**src/rtl/dmem_lsu.sv**
```systemverilog
// dmem_lsu: single-port data memory with an RV32I load/store unit.
// One access at a time: IDLE accepts, WAIT burns WAIT_STATES cycles, RESP
// commits stores / captures loads and raises rsp_valid on the next cycle.
// Optional macro DMEM_MISALIGN_TRAP_EN: misaligned half/word accesses fault
// instead of being force-aligned.
module dmem_lsu #(
  parameter int unsigned DEPTH_WORDS = 64,
  parameter int unsigned WAIT_STATES = 0
) (
  input  logic        clk,
  input  logic        rst_n,
  input  logic        req_valid,
  output logic        req_ready,
  input  logic        req_we,
  input  logic [2:0]  req_funct3,
  input  logic [31:0] req_addr,
  input  logic [31:0] req_wdata,
  output logic        rsp_valid,
  output logic [31:0] rsp_rdata,
  output logic        rsp_err
);

  localparam int unsigned AW = $clog2(DEPTH_WORDS);

  typedef enum logic [1:0] {IDLE, WAIT, RESP} state_e;

  state_e        state_q, state_d;
  logic [2:0]    cnt_q, cnt_d;
  logic          we_q, we_d;
  logic [2:0]    f3_q, f3_d;
  logic [AW+1:0] addr_q, addr_d;
  logic [31:0]   wdata_q, wdata_d;
  logic          rsp_valid_q, rsp_valid_d;
  logic [31:0]   rsp_rdata_q, rsp_rdata_d;
  logic          rsp_err_q, rsp_err_d;

  // Upper address bits alias onto the array and are deliberately dropped.
  logic unused_addr_hi;
  assign unused_addr_hi = ^req_addr[31:AW+2];

  logic [31:0]   mem [DEPTH_WORDS] = '{default: 32'h0000_0008};

  logic [AW-1:0] widx;
  logic [31:0]   rd_word;
  logic [31:0]   shifted;
  logic [31:0]   wr_data;
  logic [31:0]   ld_val;
  logic [3:0]    be;
  logic [1:0]    off;
  logic          illegal;
  logic          err;

  assign widx    = addr_q[AW+1:2];
  assign rd_word = mem[widx];

  // Size decode: byte lane offset, byte enables, replicated store data, load extraction.
  always_comb begin
    be      = '0;
    wr_data = '0;
    ld_val  = '0;
    illegal = 1'b0;
    off     = addr_q[1:0];
    case (f3_q)
      3'b000, 3'b100: begin
        be      = 4'b0001 << off;
        wr_data = {4{wdata_q[7:0]}};
      end
      3'b001, 3'b101: begin
        off     = {addr_q[1], 1'b0};
        be      = 4'b0011 << off;
        wr_data = {2{wdata_q[15:0]}};
      end
      3'b010: begin
        off     = 2'b00;
        be      = 4'b1111;
        wr_data = wdata_q;
      end
      default: illegal = 1'b1;
    endcase
    // Unsigned variants exist only for loads.
    if (we_q && f3_q[2]) illegal = 1'b1;
    shifted = rd_word >> {off, 3'b000};
    case (f3_q)
      3'b000:  ld_val = {{24{shifted[7]}}, shifted[7:0]};
      3'b100:  ld_val = {24'h0, shifted[7:0]};
      3'b001:  ld_val = {{16{shifted[15]}}, shifted[15:0]};
      3'b101:  ld_val = {16'h0, shifted[15:0]};
      default: ld_val = shifted;
    endcase
  end

`ifdef DMEM_MISALIGN_TRAP_EN
  logic misalign;
  // Misaligned half (addr[0]) or word (addr[1:0]) accesses raise a fault.
  always_comb begin
    misalign = ((f3_q[1:0] == 2'b01) && addr_q[0]) ||
               ((f3_q[1:0] == 2'b10) && (addr_q[1:0] != 2'b00));
  end
  assign err = illegal | misalign;
`else
  assign err = illegal;
`endif

  // Next-state logic: accept in IDLE, count in WAIT, produce response from RESP.
  always_comb begin
    state_d     = state_q;
    cnt_d       = cnt_q;
    we_d        = we_q;
    f3_d        = f3_q;
    addr_d      = addr_q;
    wdata_d     = wdata_q;
    rsp_valid_d = 1'b0;
    rsp_rdata_d = rsp_rdata_q;
    rsp_err_d   = rsp_err_q;
    case (state_q)
      IDLE: begin
        if (req_valid) begin
          we_d    = req_we;
          f3_d    = req_funct3;
          addr_d  = req_addr[AW+1:0];
          wdata_d = req_wdata;
          cnt_d   = '0;
          state_d = (WAIT_STATES > 0) ? WAIT : RESP;
        end
      end
      WAIT: begin
        if (cnt_q == 3'(WAIT_STATES - 1)) begin
          cnt_d   = '0;
          state_d = RESP;
        end else begin
          cnt_d = cnt_q + 3'd1;
        end
      end
      RESP: begin
        rsp_valid_d = 1'b1;
        rsp_err_d   = err;
        rsp_rdata_d = (we_q || err) ? '0 : ld_val;
        state_d     = IDLE;
      end
      default: state_d = IDLE;
    endcase
  end

  // Control and response registers; reset aborts any access in flight.
  always_ff @(posedge clk or negedge rst_n) begin
    if (!rst_n) begin
      state_q     <= IDLE;
      cnt_q       <= '0;
      we_q        <= 1'b0;
      f3_q        <= '0;
      addr_q      <= '0;
      wdata_q     <= '0;
      rsp_valid_q <= 1'b0;
      rsp_rdata_q <= '0;
      rsp_err_q   <= 1'b0;
    end else begin
      state_q     <= state_d;
      cnt_q       <= cnt_d;
      we_q        <= we_d;
      f3_q        <= f3_d;
      addr_q      <= addr_d;
      wdata_q     <= wdata_d;
      rsp_valid_q <= rsp_valid_d;
      rsp_rdata_q <= rsp_rdata_d;
      rsp_err_q   <= rsp_err_d;
    end
  end

  // Store commit on the RESP edge, enabled bytes only; the array is never reset.
  always_ff @(posedge clk) begin
    if (state_q == RESP && we_q && !err) begin
      for (int unsigned b = 0; b < 4; b++) begin
        if (be[b]) mem[widx][8*b +: 8] <= wr_data[8*b +: 8];
      end
    end
  end

  assign req_ready = (state_q == IDLE);
  assign rsp_valid = rsp_valid_q;
  assign rsp_rdata = rsp_rdata_q;
  assign rsp_err   = rsp_err_q;

endmodule

```
**config.mk**
```make
export PLATFORM = sky130hd
export DESIGN_NAME = dmem_lsu
export DESIGN_NICKNAME = d
export VERILOG_FILES = /design/src/rtl/dmem_lsu.sv
export SDC_FILE = /design/constraint.sdc
export NUM_CORES = 2
export LEC_CHECK = 0
export CAP_MARGIN = 20
export CELL_PAD_IN_SITES_DETAIL_PLACEMENT = 1
export CELL_PAD_IN_SITES_GLOBAL_PLACEMENT = 1
export CORE_ASPECT_RATIO = 1.75
export CORE_MARGIN = 5
export CORE_UTILIZATION = 30
export CTS_CLUSTER_SIZE = 14
export DETAILED_ROUTE_END_ITERATION = 8
export PLACE_DENSITY = 0.56
export SLEW_MARGIN = 20
export SYNTH_ARGS = -nofsm -noshare
export SYNTH_HDL_FRONTEND = slang
export SYNTH_SLANG_ARGS = --single-unit
```
**constraint.sdc**
```tcl
create_clock -name clk -period 4.22 [get_ports clk]
set_input_delay 1.266 -clock clk [delete_from_list [all_inputs] [get_ports clk]]
set_output_delay 1.266 -clock clk [all_outputs]
set_load 0.05 [all_outputs]
```
==> run summary <==
Pin count of the biggest net entering global routing: 69
F_max: 232 MHz
RSZ-0062 raised after global routing: false
H-tree depth: 4
Layout cells sized above 1: 0.215
Synth Area in Compound Gates: 0.112
RR Endpoint: rsp_rdata[9]$_DFFE_PN0P_
Cells after Synth: 4697
Ys flop type: edfxtp_1
DRC viols: 0
Critical path launch point type: register
Detail Route Antenna Nets: 0
Reg2Reg Depth: 12
Synth Cell Area: 81500 sq um
CTS Buf Count: 189
Pre-CTS setup slack: -0.335 ns
DRT Wirelength: 308000 microns
Critical Path End Type: register
PD cells: 501 nW/um^2
Busiest layer in global routing: met2
GR Layer Usage met2: 0.378
Hold Startpoint: rsp_rdata[9]$_DFFE_PN0P_
# clock sinks: 2127
Initial antenna violation count: 10
Via Count: 49600
Main combinational cell family by area after synthesis: compound AO/OA/AOI/OAI gates
Top Ports: 106
Slowest CP cell: nor3b_4
Sequential share of power: 0.503
Rows: 253
Failing checks: setup timing
Async S/R FF share, synth: 0.0371
Max_cap viols: 0
Flops & latches, synth: 2127
Clk root buf: clkbuf_16
Grt total ovfl: 0
Worst-case clock buffer depth: 4
Switching share of power: 0.276
Buf+Inv Stages, Crit Path: 4
Crit path required time: 4.99 ns
Min Hold Slack: 0.497 ns
First-pass GRT wire length: 425000 microns
Yosys cell types: 93
Hold path cells: 2
Worst-path clk slew: 0.07 ns
Die extent in x: 404 microns
Setup ws final: -0.0943 ns
Die height: 700 microns
Drt pass-1 iters: 6
Syn. warnings: 0
Comb pwr share: 0.160
Crit share post-route: 1.02
Clock power frac: 0.336
Initial core utilization: 0.301
Vias in the first global route: 51400
Peak supply drop: 0.343 mV
Multiplexer share of the synthesized area: 0.0406
Min Tclk post-route: 4.31 ns
Synth Area in Adders: 0
Port bufs: 81
Vias/cell: 5.51
Mean Syn Cell Area: 17.4 sq um
Dpl hpwl: 211000 microns
Worst-margin pin slew: 1.13 ns
Sequential cell area fraction in the yosys report: 0.779
Arr. time, crit path: 5.09 ns
Overall routing resource usage: 0.213
Clock skew: 0.0489 ns
CP max stage delay: 0.87 ns
Initial DRC Count: 5051
CORE AREA: 271000 sq um
Fin nets: 5390
GR Util met3: 0.0240
Final Setup Violations: 16
Die area: 283000 sq um
Post-synth EDFFs: 2048
Area after DPL: 91300 sq um
Area growth syn-to-layout: 18.7%
Setup CP Type: register to register
Drt wl/cell: 34.3 microns
Design area: 96800 sq um
Most frequent cells in the layout: edfxtp_1, buf_4, a22oi_1
Final slew viol count: 0
Post-synthesis simple-gate area fraction: 0.0448
Min-Delay Path Class: register to register
CTS tree: built
Int Power: 35100 uW
Pleak: 0.0311 uW
Slew headroom: 0.249
Synthesized Nets: 4768
Commonest non-fill, non-tap cell in the layout: edfxtp_1
Worst path most repeated cell: buf_12
Xor/xnor share of the synthesized area: 0
Origin of the critical flop-to-flop path: addr_q[4]$_DFFE_PN0P_
Layout Utilization: 0.357
Critical path peak fanout: 22
Outcome: finished, violations left
Worst Hold Path EP: rsp_rdata[9]$_DFFE_PN0P_
Clock latency on the worst-skew pair: 0.87 ns
Cell chain of the critical path: nor3b_4 > a222oi_1 > a21o_1 > o21ai_0 > nor4_1 > buf_2 > buf_4 > nor3_1 > o211ai_2 > buf_12 > buf_12 > nand2_1
Psw: 13400 uW
R2r setup slk: -0.09 ns
Global-route met1 utilization: 0.239
Final hold vios: 0
Crit path max-delay family: compound AO/OA/AOI/OAI gates
Placer Congestion: 0.857
[sequential cells by signal, indices dropped and copies added, names as in the netlist, 3 cells and up]
register,cells
f3_q,3
rsp_rdata,32
wdata_q,32
mem,2048
addr_q,8
[routing by layer]
layer	part of all wire	vias to the layer above
li1	-	20500
met1	0.35	26500
met2	0.51	2001
met3	0.053	639
met4	0.084	16
met5	0.00035	-
[power groups by stage]
stage	clock (uW)	sequential [uW]	combinational (uW)
floorplan	0	25100	3260
global placement	0	24900	7580
detailed placement	0	24900	7700
CTS	16600	24400	7730
global route	17400	24400	7960
finish	16300	24400	7770
[worst min-delay path: stages (launching register included)]
cell and delay [ns]:
dfrtp_1 0.35, a21oi_1 0.07, nand2_1 0.06
[layout make-up]
cell class,instances,area (sq um)
Antenna cell,4,10.0
Clock buffer,254,5090
Clock inverter,47,353
Fill cell,27400,174000
Inverter,24,91.3
Multi-Input combinational cell,2205,16400
Sequential cell,2127,63500
Tap cell,3570,4470
Timing Repair Buffer,772,6840
[worst max path at each step]
stage | startpoint | endpoint | cells past startpoint
5_1_grt | addr_q[4]$_DFFE_PN0P_ | rsp_rdata[9]$_DFFE_PN0P_ | 12
6_report | addr_q[4]$_DFFE_PN0P_ | rsp_rdata[9]$_DFFE_PN0P_ | 12
3_5_place_dp | addr_q[3]$_DFFE_PN0P_ | rsp_rdata[22]$_DFFE_PN0P_ | 12
3_3_place_gp | addr_q[4]$_DFFE_PN0P_ | rsp_rdata[29]$_DFFE_PN0P_ | 12
4_1_cts | addr_q[3]$_DFFE_PN0P_ | rsp_rdata[22]$_DFFE_PN0P_ | 12
2_1_floorplan | f3_q[0]$_DFFE_PN0P_ | mem[0][24]$_DFFE_PP_ | 4
[timing repair]
item                       in CTS  in global routing
setup buffers                   0                  0
cloned                          0                  0
hold buffers                    0                  0
gates resized for setup         2                  1
setup endpoints to repair       3                  1
hold endpoints to repair        0                  0
[synthesized netlist by cell type (87+ instances only)]
library cell / n / area (sq um)
buf_2: 152 / 761
edfxtp_1: 2048 / 61500
a221oi_1: 135 / 1180
clkbuf_1: 95 / 357
nand2_1: 161 / 604
o21ai_0: 93 / 465
mux2_2: 101 / 1140
nor2_1: 315 / 1180
a22o_1: 107 / 937
mux2i_1: 127 / 1270
a22oi_1: 473 / 3550
a31oi_1: 87 / 544
[stage by stage]
step	TNS [ns]	power [uW]	instances
finish	-1.15	48500	9003
global route	0	49700	9000
CTS	0	48700	8998
detailed placement	-0.663	32600	8697
global placement	-9.39	32400	8696
floorplan	0	28400	4697
[logic make-up (layout without fill, tap and decap cells)]
kind of cell / Yosys count / after routing
DFF: 2127 / 2127
buffers and inverters: 365 / 1097
other: 0 / 4
AOI/OAI and AO/OA: 1204 / 1204
and+or+nand+nor: 733 / 733
muxes: 268 / 268
No activity file was read; power rests on OpenSTA's default activity.
